[src/rtl/lsu_dcache_arbiter.sv]
// ---------------------------------------------------------------------------
// lsu_dcache_arbiter
//
// Merges the load/store unit's D$ request ports (0: PTW, 1: load, 2: store)
// onto a single memory port. Arbitration is round-robin and combinational.
// When the memory stalls a request, the arbiter locks onto that port so the
// memory sees a stable request until it is accepted. The port ID of every
// granted request goes into an in-order ID FIFO, which routes each in-order
// memory response back to the port that issued it.
//
// Ports
//   clk_i, rst_i       clock (rising edge), asynchronous active-high reset
//   req_i/we_i         per-port request valid / write enable
//   addr_i/wdata_i/be_i  per-port payload, port p at [p*W +: W]
//   gnt_o              one-hot grant back to the requesting port
//   rvalid_o, rdata_o  one-hot response valid; response data shared by all ports
//   mem_req_o ... mem_be_o   request towards memory (payload is 0 when idle)
//   mem_gnt_i          memory accepts the presented request this cycle
//   mem_rvalid_i/mem_rdata_i  in-order memory responses
//   resp_err_o         sticky: a response arrived while nothing was outstanding
// ---------------------------------------------------------------------------
module lsu_dcache_arbiter #(
    parameter int NR_PORTS = 3,
    parameter int ADDR_W   = 56,
    parameter int DATA_W   = 64,
    parameter int DEPTH    = 4
) (
    input  logic                         clk_i,
    input  logic                         rst_i,
    input  logic [NR_PORTS-1:0]          req_i,
    input  logic [NR_PORTS-1:0]          we_i,
    input  logic [NR_PORTS*ADDR_W-1:0]   addr_i,
    input  logic [NR_PORTS*DATA_W-1:0]   wdata_i,
    input  logic [NR_PORTS*DATA_W/8-1:0] be_i,
    output logic [NR_PORTS-1:0]          gnt_o,
    output logic [NR_PORTS-1:0]          rvalid_o,
    output logic [DATA_W-1:0]            rdata_o,
    output logic                         mem_req_o,
    output logic                         mem_we_o,
    output logic [ADDR_W-1:0]            mem_addr_o,
    output logic [DATA_W-1:0]            mem_wdata_o,
    output logic [DATA_W/8-1:0]          mem_be_o,
    input  logic                         mem_gnt_i,
    input  logic                         mem_rvalid_i,
    input  logic [DATA_W-1:0]            mem_rdata_i,
    output logic                         resp_err_o
);

    localparam int BE_W = DATA_W / 8;
    localparam int PW   = (NR_PORTS > 1) ? $clog2(NR_PORTS) : 1;
    localparam int AW   = (DEPTH > 1) ? $clog2(DEPTH) : 1;
    localparam int CW   = AW + 1;

    typedef enum logic {
        ST_ARB,
        ST_LOCKED
    } state_t;

    state_t          state_reg, state_next;
    logic [PW-1:0]   lock_id_reg, lock_id_next;
    logic [PW-1:0]   rr_reg, rr_next;
    logic [PW-1:0]   sel_rr;
    logic [PW-1:0]   sel;
    logic            mem_req;
    logic            grant;

    // ID FIFO
    logic [PW-1:0]   id_mem [DEPTH];
    logic [AW-1:0]   wptr_reg, rptr_reg;
    logic [CW-1:0]   count_reg;
    logic            err_reg;
    logic            full, empty, push, pop;
    logic [PW-1:0]   head;

    logic [NR_PORTS-1:0] eligible;

    // Per-port payload unpacked into arrays so the mux below is a plain index.
    logic [ADDR_W-1:0] addr_arr  [NR_PORTS];
    logic [DATA_W-1:0] wdata_arr [NR_PORTS];
    logic [BE_W-1:0]   be_arr    [NR_PORTS];

    for (genvar gi = 0; gi < NR_PORTS; gi++) begin : g_unpack
        assign addr_arr[gi]  = addr_i[gi*ADDR_W +: ADDR_W];
        assign wdata_arr[gi] = wdata_i[gi*DATA_W +: DATA_W];
        assign be_arr[gi]    = be_i[gi*BE_W +: BE_W];
    end

    // Full is judged on the registered count, so a pop this cycle does not
    // open a slot until the next cycle.
    assign full     = (count_reg == CW'(DEPTH));
    assign empty    = (count_reg == '0);
    assign eligible = req_i & ~{NR_PORTS{full}};

    // Round-robin pick: scan offsets from the far end down so the closest
    // eligible port at or after rr_reg is the last (winning) assignment.
    always_comb begin
        sel_rr = rr_reg;
        for (int k = NR_PORTS - 1; k >= 0; k--) begin
            if (eligible[(int'(rr_reg) + k) % NR_PORTS]) begin
                sel_rr = PW'((int'(rr_reg) + k) % NR_PORTS);
            end
        end
    end

    // Lock FSM: next-state, selection and round-robin update.
    always_comb begin
        state_next   = state_reg;
        lock_id_next = lock_id_reg;
        rr_next      = rr_reg;
        sel          = sel_rr;
        mem_req      = |eligible;

        case (state_reg)
            ST_ARB: begin
                sel     = sel_rr;
                mem_req = |eligible;
            end
            ST_LOCKED: begin
                // The locked requester is still holding its request; it is
                // only masked while the ID FIFO has no room.
                sel     = lock_id_reg;
                mem_req = ~full;
            end
            default: begin
                sel     = sel_rr;
                mem_req = |eligible;
            end
        endcase

        if (mem_req && !mem_gnt_i) begin
            state_next   = ST_LOCKED;
            lock_id_next = sel;
        end else if (mem_req) begin
            state_next = ST_ARB;
            rr_next    = (int'(sel) == NR_PORTS - 1) ? '0 : sel + PW'(1);
        end
    end

    assign grant = mem_req & mem_gnt_i;

    always_ff @(posedge clk_i or posedge rst_i) begin
        if (rst_i) begin
            state_reg   <= ST_ARB;
            lock_id_reg <= '0;
            rr_reg      <= '0;
        end else begin
            state_reg   <= state_next;
            lock_id_reg <= lock_id_next;
            rr_reg      <= rr_next;
        end
    end

    // Request side outputs; payload forced to 0 whenever nothing is presented.
    assign mem_req_o   = mem_req;
    assign mem_we_o    = mem_req & we_i[sel];
    assign mem_addr_o  = mem_req ? addr_arr[sel]  : '0;
    assign mem_wdata_o = mem_req ? wdata_arr[sel] : '0;
    assign mem_be_o    = mem_req ? be_arr[sel]    : '0;
    assign gnt_o       = grant ? (NR_PORTS'(1) << sel) : '0;

    // ID FIFO. A response with nothing outstanding is flagged, not popped.
    assign push = grant;
    assign pop  = mem_rvalid_i & ~empty;

    // The storage is a handful of bits and the response must be routed in
    // the same cycle, so the head is read combinationally.
    assign head = id_mem[rptr_reg];

    always_ff @(posedge clk_i) begin
        if (push) begin
            id_mem[wptr_reg] <= sel;
        end
    end

    always_ff @(posedge clk_i or posedge rst_i) begin
        if (rst_i) begin
            wptr_reg  <= '0;
            rptr_reg  <= '0;
            count_reg <= '0;
            err_reg   <= 1'b0;
        end else begin
            if (push) begin
                wptr_reg <= wptr_reg + AW'(1);
            end
            if (pop) begin
                rptr_reg <= rptr_reg + AW'(1);
            end
            if (push && !pop) begin
                count_reg <= count_reg + CW'(1);
            end else if (pop && !push) begin
                count_reg <= count_reg - CW'(1);
            end
            if (mem_rvalid_i && empty) begin
                err_reg <= 1'b1;
            end
        end
    end

    assign rvalid_o   = pop ? (NR_PORTS'(1) << head) : '0;
    assign rdata_o    = mem_rdata_i;
    assign resp_err_o = err_reg;

endmodule
[config.mk]
export PLATFORM = sky130hd
export DESIGN_NAME = lsu_dcache_arbiter
export DESIGN_NICKNAME = d
export VERILOG_FILES = /design/src/rtl/lsu_dcache_arbiter.sv
export SDC_FILE = /design/constraint.sdc
export NUM_CORES = 1
export LEC_CHECK = 0
export ABC_CLOCK_PERIOD_IN_PS = 3300
export CORE_AREA = 2 2 257 259
export CTS_BUF_LIST = sky130_fd_sc_hd__clkbuf_8
export DETAILED_ROUTE_END_ITERATION = 6
export DIE_AREA = 0 0 259 261
export SLEW_MARGIN = 0
export SYNTH_ARGS = -nofsm -noshare
export SYNTH_HDL_FRONTEND = slang
export SYNTH_SLANG_ARGS = --single-unit
[constraint.sdc]
create_clock -name clk_i -period 3.3 [get_ports clk_i]
set_input_delay 0.495 -clock clk_i [delete_from_list [all_inputs] [get_ports clk_i]]
set_output_delay 0.495 -clock clk_i [all_outputs]
set_load 0.01 [all_outputs]
==> results of run 1 <==
final timing paths:
| path | end |
|---|---|
| worst min register to register | resp_err_o |
| max in group asynchronous | rr_reg[1] |
| worst max-delay path | mem_wdata_o[17] |
| worst max register to register | count_reg[2] |
| min in group asynchronous | resp_err_o |
| worst min-delay path | resp_err_o |
cell families (layout without fill, tap and decap cells):
group,count (synthesis),in the layout,share of synthesized area (%)
AOI/OAI and AO/OA,145,145,31.10
xor gates and xnor gates,6,6,1.129
adders and majority gates,8,8,2.312
buffers and inverters,122,727,18.06
DFF,21,21,12.15
muxes,137,137,30.11
other,0,5,0
and+or+nand+nor,42,42,5.134
routing by layer:
layer / up-vias / wire, µm / track usage, %
met2: 438 / 22980 / 22.56
met1: 3173 / 17410 / 13.82
met5: - / 27 / 0
li1: 3041 / - / -
met4: 4 / 673 / 1.670
met3: 69 / 3547 / 2.720
critical path: cells and delay by family, from the launching register on:
family | cells | cell delay (ns)
AND/OR/NAND/NOR | 2 | 0.33
flip-flops | 1 | 0.45
adder cells (fa/ha/maj) | 1 | 0.32
AO/OA/AOI/OAI | 4 | 0.87
buffers and inverters | 7 | 0.91
cells in the final DEF, fill, tap and decap left out, types with 9 or more instances in the layout:
| cell type | n |
|---|---|
| sky130_fd_sc_hd__clkdlybuf4s50_1 | 396 |
| sky130_fd_sc_hd__o2bb2ai_1 | 19 |
| sky130_fd_sc_hd__o2bb2ai_4 | 43 |
| sky130_fd_sc_hd__buf_8 | 20 |
| sky130_fd_sc_hd__dfrtp_1 | 12 |
| sky130_fd_sc_hd__buf_12 | 28 |
| sky130_fd_sc_hd__buf_6 | 101 |
| sky130_fd_sc_hd__buf_2 | 83 |
| sky130_fd_sc_hd__buf_16 | 9 |
| sky130_fd_sc_hd__buf_4 | 65 |
| sky130_fd_sc_hd__mux2i_1 | 100 |
| sky130_fd_sc_hd__o2bb2ai_2 | 67 |
| sky130_fd_sc_hd__mux2i_2 | 23 |
repair_timing:
| action | 4_1_cts | 5_1_grt |
|---|---|---|
| setup buffers | 55 | 31 |
| gates cloned | 13 | 3 |
| gates resized for setup | 672 | 230 |
| pin swaps | 4 | 13 |
| hold buffers | 0 | 0 |
| setup endpoints to repair | 132 | 131 |
power by group:
group          switching [mW]  internal (mW)
Sequential             0.0897          0.405
Clock                  0.0787         0.0828
Combinational            7.58           8.80
Total                    7.75           9.29
synth_stat cells (2+ instances only):
master	number	area share, %
sky130_fd_sc_hd__mux2i_1	131	28
sky130_fd_sc_hd__o2bb2ai_1	99	19
sky130_fd_sc_hd__buf_4	73	12
sky130_fd_sc_hd__o2bb2ai_2	30	9.7
sky130_fd_sc_hd__buf_2	15	1.6
sky130_fd_sc_hd__dfrtp_1	13	7.0
sky130_fd_sc_hd__buf_6	12	2.9
sky130_fd_sc_hd__clkbuf_1	11	0.89
sky130_fd_sc_hd__inv_1	9	0.73
sky130_fd_sc_hd__edfxtp_1	8	5.2
sky130_fd_sc_hd__ha_1	7	1.9
sky130_fd_sc_hd__nor2_1	7	0.56
sky130_fd_sc_hd__nand2_1	6	0.48
sky130_fd_sc_hd__nor3_1	6	0.65
sky130_fd_sc_hd__and3_1	4	0.54
sky130_fd_sc_hd__mux2_2	4	0.97
sky130_fd_sc_hd__nor2b_1	4	0.54
sky130_fd_sc_hd__a21o_1	3	0.48
sky130_fd_sc_hd__nand2b_1	3	0.40
sky130_fd_sc_hd__o21ai_0	3	0.32
sky130_fd_sc_hd__xnor2_1	3	0.56
sky130_fd_sc_hd__xor2_1	3	0.56
sky130_fd_sc_hd__inv_2	2	0.16
sky130_fd_sc_hd__mux4_2	2	0.97
sky130_fd_sc_hd__nor3b_1	2	0.32
sky130_fd_sc_hd__o32ai_1	2	0.38
sky130_fd_sc_hd__or3_1	2	0.27
area by class of cell:
type,count,area share (%)
diodes,5,0.09184
well taps,864,7.935
repair buffers,708,52.93
clock inverters,1,0.02755
multi-input cells,338,33.60
flip-flops and latches,21,4.161
repair inverters,4,0.5327
clock buffers,3,0.3031
inverters,11,0.4225
==> summary.json, run 1 <==
{
  "power_and_ir_drop": {
    "vdd.ir_drop.worst_mv": 0.6441,
    "powerDensity_nw_per_um2": 1251,
    "cellLeakagePower_nw": 5.145,
    "total_power_mw": 17.04
  },
  "setup_path": {
    "setup.reg_to_reg.worst_slack_ns": 0.58,
    "cp_cell_sequence": "ha_4, buf_4, nor2_4, a221o_1, a311o_1, o21ai_2, and3_4, buf_16, buf_12, buf_16, buf_6, buf_12, o2bb2ai_4, buf_6",
    "critPathMaxStageDelay_ns": 0.45,
    "timing.critical_path.fanout_max": 7,
    "rr_worst_depth": 12,
    "timing_worst_setup_path_type": "reg -> out",
    "r2r_start": "count_reg[2]",
    "cp_slowest_cell": "sky130_fd_sc_hd__dfrtp_2",
    "worstSetupStartpointType": "register",
    "setup.worst_path.end_class": "output port",
    "critPathRequiredTime_ns": 2.80,
    "setup.worst_path.start": "rr_reg[1]",
    "critPathArrivalTime_ns": 3.14
  },
  "sta": {
    "post-route-period-util_pct": 110.2,
    "clock.fmax_mhz": 275.1,
    "slew_headroom_pct": 67.90,
    "finalWorstPathRequiredPeriod_ns": 3.635,
    "final.setup.tns_ns": -25.59,
    "hold_violations": 0,
    "finalSetupViolations": 129,
    "worst_clock_skew_ns": 0.007232,
    "unrepaired_setup_endpoints_after_global_routing": "true",
    "tightest_slew_ns": 0.4809,
    "drv_slew": 0,
    "final.setup.worst_slack_ns": -0.3352,
    "worst_hold_slack_ns": 0.4817
  },
  "die": {
    "die_h_um": 261,
    "placement_rows": 94,
    "initial_core_utilization_pct": 7.156,
    "die_x_um": 259,
    "core_region_area_um2": 65040,
    "top_level_ports": 659,
    "die_area_um2": 67600
  },
  "yosys": {
    "dominant_register_cell_in_the_synthesized_netlist": "sky130_fd_sc_hd__dfrtp_1",
    "post_synthesis_net_count": 947,
    "synth_enable_flop_cells": 8,
    "synth_area_um2": 4654,
    "synthesis.instances": 481,
    "synth_cell_type_count": 44,
    "sequential_cell_area_fraction_in_the_yosys_report_pct": 12.15,
    "async_flop_share_pct": 61.90,
    "synth.yosys.warnings": 0,
    "postSynthAreaPerCell_um2": 9.677,
    "post_synthesis_register_bit_count": 21
  },
  "detailed_routing": {
    "drt_pass1_iterations": 4,
    "routed_wl_um": 44650,
    "via_per_inst": 3.440,
    "detail-route-antenna-nets": 0,
    "remaining_drc_errors": 0,
    "drt_iter0_markers": 157,
    "post_drt_wl_per_cell_um": 22.84,
    "dr_total_vias": 6725
  },
  "finish": {
    "largest_register_ffs": 8,
    "multi_input_comb_area_um2": 4577,
    "drive_above_1_share_pct": 44.57,
    "fill_cells": 7012,
    "areaGrowthSynthToFinish_pct": 192.7,
    "layout.core_utilization_pct": 20.95,
    "num-nets-final": 1553,
    "register_area_um2": 566.8,
    "final_cells": 1955,
    "design_area_final_um2": 13620
  },
  "placement": {
    "postPlaceCellArea_um2": 11100,
    "portBuffers": 530,
    "globalplace.congestion": 0.8480,
    "dp_cells": 1863,
    "detailedPlacementHpwl_um": 32560,
    "place_ws_ns": -0.8014
  },
  "clock_network": {
    "ctsRootBufferMaster": "sky130_fd_sc_hd__clkbuf_8",
    "clk_latency_ns": 0.26,
    "cts_max_level": 1,
    "numClockSinks": 21,
    "cts_tree": "yes",
    "cts_inserted_buffers": 3,
    "cts.clk_slew.worst_paths_ns": 0.07,
    "clockBufferDepth": 2
  },
  "global_route": {
    "grt_max_degree": 26,
    "gr-total-overflow": 0,
    "number_of_global_route_vias_before_repair": 7071,
    "wire_length_of_the_first_global_routing_pass_um": 56100,
    "grt.total_usage_pct": 11.91,
    "antenna_found_initial": 28
  },
  "min_path": {
    "hold_start": "resp_err_o",
    "timing.hold.worst_path_depth": 1,
    "min_path_type": "reg -> reg"
  },
  "run": {
    "drv.max_cap_violation_count": 0
  },
  "outcome": {
    "outcome": "finished with violations",
    "failed_checks": "setup timing"
  }
}
Note: power is estimated with default switching activity, not from simulation.
==> run 2: changes to the inputs <==
--- a/config.mk
+++ b/config.mk
@@ -8,6 +8,8 @@
 export ABC_CLOCK_PERIOD_IN_PS = 3300
 export CORE_AREA = 2 2 257 259
 export CTS_BUF_LIST = sky130_fd_sc_hd__clkbuf_8
+export CTS_CLUSTER_DIAMETER = 200
+export CTS_CLUSTER_SIZE = 40
 export DETAILED_ROUTE_END_ITERATION = 6
 export DIE_AREA = 0 0 259 261
 export SLEW_MARGIN = 0
==> results of run 2 <==
The final DEF is identical to that of run 1; final timing and power are the same.
==> run 3: changes to the inputs <==
--- a/config.mk
+++ b/config.mk
@@ -5,13 +5,15 @@
 export SDC_FILE = /design/constraint.sdc
 export NUM_CORES = 1
 export LEC_CHECK = 0
+export ABC_AREA = 1
 export ABC_CLOCK_PERIOD_IN_PS = 3300
-export CORE_AREA = 2 2 257 259
+export CORE_AREA = 2 2 253 255
 export CTS_BUF_LIST = sky130_fd_sc_hd__clkbuf_8
 export CTS_CLUSTER_DIAMETER = 200
 export CTS_CLUSTER_SIZE = 40
 export DETAILED_ROUTE_END_ITERATION = 6
-export DIE_AREA = 0 0 259 261
+export DIE_AREA = 0 0 255 257
+export REMOVE_ABC_BUFFERS = 1
 export SLEW_MARGIN = 0
 export SYNTH_ARGS = -nofsm -noshare
 export SYNTH_HDL_FRONTEND = slang
==> summary.json, run 3 <==
{
  "outcome": {
    "outcome": "complete, no violations"
  },
  "yosys": {
    "synthesis.instances": {"value": 1167, "change": "+140%"},
    "synth_enable_flop_cells": {"value": 8, "change": "unchanged"},
    "dominant_register_cell_in_the_synthesized_netlist": "sky130_fd_sc_hd__dfrtp_1",
    "synth.cells.most_frequent": "sky130_fd_sc_hd__nand3_1 (364), sky130_fd_sc_hd__nor2_1 (175), sky130_fd_sc_hd__nand2_1 (161)",
    "synth_cell_type_count": {"value": 32, "change": "-27%"},
    "post_synthesis_register_bit_count": {"value": 21, "change": "unchanged"},
    "ys_top_cells_by_area": "sky130_fd_sc_hd__nand3_1 (29%), sky130_fd_sc_hd__nor2_1 (10%), sky130_fd_sc_hd__buf_4 (10%)",
    "synthDominantAreaCellType": "sky130_fd_sc_hd__nand3_1",
    "share_of_the_synthesized_area_in_the_top_cell_type": {"value": 29.06, "unit": "%", "change": "+0.89 points"},
    "sequential_cell_area_fraction_in_the_yosys_report": {"value": 9.022, "unit": "%", "change": "-3.1 points"},
    "async_flop_share": {"value": 61.90, "unit": "%", "change": "unchanged"},
    "synth_most_common_cell": "sky130_fd_sc_hd__nand3_1",
    "postSynthAreaPerCell": {"value": 5.371, "unit": "µm²", "change": "-44%"},
    "synth_area": {"value": 6269, "unit": "µm²", "change": "+35%"},
    "synth.yosys.warnings": {"value": 0, "change": "unchanged"}
  },
  "sta": {
    "worst_clock_skew": {"value": 0.009106, "unit": "ns", "change": "+0.001874 ns"},
    "hold_violations": {"value": 0, "change": "unchanged"},
    "clock.fmax": {"value": 306.4, "unit": "MHz", "change": "+11%"},
    "tightest_slew": {"value": 0.5840, "unit": "ns", "change": "+0.1031 ns"},
    "finalSetupViolations": {"value": 0, "change": "-100%"},
    "final.setup.tns": {"value": 0, "unit": "ns", "change": "+25.59 ns"},
    "slew_headroom": {"value": 61.02, "unit": "%", "change": "-6.9 points"},
    "post-route-period-util": {"value": 98.89, "unit": "%", "change": "-11 points"},
    "worst_hold_slack": {"value": 0.4762, "unit": "ns", "change": "-0.005523 ns"},
    "unrepaired_setup_endpoints_after_global_routing": "true",
    "finalWorstPathRequiredPeriod": {"value": 3.263, "unit": "ns", "change": "-0.3720 ns"},
    "drv_slew": {"value": 0, "change": "unchanged"}
  },
  "finish": {
    "design_area_final": {"value": 14110, "unit": "µm²", "change": "+3.6%"},
    "mostFrequentLayoutCells": "sky130_fd_sc_hd__clkdlybuf4s50_1 (398), sky130_fd_sc_hd__nand3_1 (310), sky130_fd_sc_hd__nor2_1 (161), sky130_fd_sc_hd__inv_1 (152), sky130_fd_sc_hd__nand2_1 (143)",
    "layout.core_utilization": {"value": 22.49, "unit": "%", "change": "+1.5 points"},
    "multi_input_comb_area": {"value": 4648, "unit": "µm²", "change": "+1.6%"},
    "register_area": {"value": 565.5, "unit": "µm²", "change": "-0.22%"},
    "drive_above_1_share": {"value": 27.66, "unit": "%", "change": "-17 points"},
    "num-nets-final": {"value": 2177, "change": "+40%"},
    "areaGrowthSynthToFinish_pct": 125.1,
    "layout.cells.most_common": "sky130_fd_sc_hd__clkdlybuf4s50_1",
    "fill_cells": {"value": 7047, "change": "+0.50%"},
    "largest_register_ffs": {"value": 8, "change": "unchanged"}
  },
  "placement": {
    "postPlaceCellArea": {"value": 12760, "unit": "µm²", "change": "+15%"},
    "detailedPlacementHpwl": {"value": 38250, "unit": "µm", "change": "+18%"},
    "globalplace.congestion": {"value": 0.8779, "change": "+3.5%"},
    "portBuffers": {"value": 530, "change": "unchanged"}
  },
  "setup_path": {
    "worstSetupStartpointType": "register",
    "cp_slowest_cell": "sky130_fd_sc_hd__dfrtp_1",
    "timing.critical_path.fanout_max": {"value": 8, "change": "+1"},
    "timing_worst_setup_path_type": "reg -> out",
    "cp_bufs_invs": {"value": 6, "change": "-1"},
    "critPathRequiredTime": {"value": 2.80, "unit": "ns", "change": "about the same"},
    "critPathArrivalTime": {"value": 2.77, "unit": "ns", "change": "-0.37 ns"},
    "timing.critical_path.max_delay_family": "buffers and inverters",
    "cp_cell_sequence": "ha_4, inv_4, nor2_2, nand3_1, nand2_1, nand3_1, nand2_1, nand2_1, nand2_2, a21oi_4, buf_12, buf_16, buf_8, buf_12, nand3_1, nand2_2, nor2_1, nor2_1, buf_2",
    "critPathMaxStageDelay": {"value": 0.43, "unit": "ns", "change": "-0.02 ns"},
    "setup.worst_path.end_class": "output port"
  },
  "min_path": {
    "min_path_type": "reg -> reg"
  },
  "power_and_ir_drop": {
    "cellLeakagePower": {"value": 6.698, "unit": "nW", "change": "+30%"},
    "powerDensity": {"value": 1266, "unit": "nW/µm²", "change": "+1.2%"},
    "total_power": {"value": 17.86, "unit": "mW", "change": "+4.8%"},
    "vdd.ir_drop.worst": {"value": 0.6901, "unit": "mV", "change": "+7.1%"}
  },
  "clock_network": {
    "cts.clk_slew.worst_paths": {"value": 0.08, "unit": "ns", "change": "about the same"},
    "ctsRootBufferMaster": "sky130_fd_sc_hd__clkbuf_8",
    "cts_inserted_buffers": {"value": 3, "change": "unchanged"},
    "cts_max_level": {"value": 1, "change": "unchanged"},
    "cts_tree": "yes",
    "numClockSinks": {"value": 21, "change": "unchanged"},
    "clk_latency": {"value": 0.27, "unit": "ns", "change": "about the same"},
    "clockBufferDepth": {"value": 2, "change": "unchanged"}
  },
  "detailed_routing": {
    "post_drt_wl_per_cell": {"value": 19.62, "unit": "µm", "change": "-14%"},
    "drt_iter0_markers": {"value": 605, "change": "+290%"},
    "remaining_drc_errors": {"value": 0, "change": "unchanged"},
    "drt_pass1_iterations": {"value": 5, "change": "+1"},
    "dr_total_vias": {"value": 9995, "change": "+49%"},
    "routed_wl": {"value": 50310, "unit": "µm", "change": "+13%"},
    "detail-route-antenna-nets": {"value": 0, "change": "unchanged"},
    "via_per_inst": {"value": 3.898, "change": "+13%"}
  },
  "die": {
    "die_h": {"value": 257, "unit": "µm", "change": "-1.5%"},
    "top_level_ports": {"value": 659, "change": "unchanged"},
    "die_area": {"value": 65540, "unit": "µm²", "change": "-3.1%"},
    "core_region_area": {"value": 62740, "unit": "µm²", "change": "-3.5%"},
    "die_x": {"value": 255, "unit": "µm", "change": "-1.5%"},
    "placement_rows": {"value": 92, "change": "-2.1%"},
    "initial_core_utilization": {"value": 9.992, "unit": "%", "change": "+2.8 points"}
  },
  "global_route": {
    "wire_length_of_the_first_global_routing_pass": {"value": 66130, "unit": "µm", "change": "+18%"},
    "number_of_global_route_vias_before_repair": {"value": 9491, "change": "+34%"},
    "gr-total-overflow": {"value": 0, "change": "unchanged"},
    "antenna_found_initial": {"value": 24, "change": "-14%"},
    "grt.total_usage": {"value": 14.02, "unit": "%", "change": "+2.1 points"},
    "grt_max_degree": {"value": 48, "change": "+85%"}
  },
  "run": {
    "drv.max_cap_violation_count": {"value": 0, "change": "unchanged"}
  }
}
-- run 3: changes by cell type after synthesis, moves of 40 or more --
cell                        previous run  this run
sky130_fd_sc_hd__inv_1                 9       160
sky130_fd_sc_hd__nand3_1               1       364
sky130_fd_sc_hd__o2bb2ai_1            99         0
sky130_fd_sc_hd__mux2i_1             131         0
sky130_fd_sc_hd__nor2_1                7       175
sky130_fd_sc_hd__nand2_1               6       161
sky130_fd_sc_hd__nor3_1                6        46
-- run 3: repair_timing --
item	4_1_cts	5_1_grt
setup buffers	17	23
hold buffers	0	0
endpoints found under the hold margin	0	0
gates resized for setup	330	368
pin swaps	3	57
cloned	14	11
endpoints found under the setup margin	132	131
-- run 3: cell type report --
cell class / instances / area share (%)
timing repair buffer: 702 / 50.74
multi-input combinational: 821 / 32.95
tap: 846 / 7.503
inverter: 162 / 4.337
sequential: 21 / 4.009
clock buffer: 3 / 0.2927
antenna: 8 / 0.1419
clock inverter: 1 / 0.02661
-- run 3: logic make-up after synthesis --
group | after synthesis | share of synthesized area [%]
compound gates | 17 | 1.836
xor+xnor | 4 | 0.5590
fa+ha+maj | 8 | 1.717
buf+inv | 325 | 27.13
flops | 21 | 9.022
mux | 1 | 0.1796
simple gates | 791 | 59.56
-- run 3: path summary, 6_finish.rpt --
check	slack (ns)	depth (start not counted)	start	end
worst min register to register	0.48	1	rptr_reg[1]	rptr_reg[1]
worst max-delay path	0.04	19	rr_reg[1]	mem_wdata_o[20]
max in group asynchronous	2.33	2	rst_i	wptr_reg[1]
worst min-delay path	0.48	1	rptr_reg[1]	rptr_reg[1]
worst max register to register	0.64	13	count_reg[1]	count_reg[2]
min in group asynchronous	0.58	2	rst_i	rr_reg[1]
-- run 3: worst reg2reg max path: cells and delay by family, from the launching register on --
kind	cells	cell delay [ns]
compound gates	3	0.57
fa+ha+maj	2	0.53
buf+inv	4	0.51
flops	1	0.41
simple gates	3	0.38
xor+xnor	1	0.15
-- run 3: metal layers --
layer / share of wire (%) / global-route usage (%) / vias up
met3: 17 / 9.964 / 68
met1: 38 / 15.50 / 4505
met5: 0.69 / 3.383 / -
met2: 43 / 21.65 / 603
met4: 1.7 / 2.518 / 22
li1: - / - / 4797
-- run 3: stage by stage --
step,instances,setup WS (ns)
6_report,2564,0.03676
5_1_grt,2556,-0.1418
4_1_cts,2525,-0.08953
3_5_place_dp,2490,-0.3111
3_3_place_gp,2490,-0.3114
2_1_floorplan,1004,-5.595
-- run 3: power breakdown --
group,internal [mW],switching (mW)
clock,0.0832,0.0899
sequential,0.404,0.0747
combinational,8.17,9.03
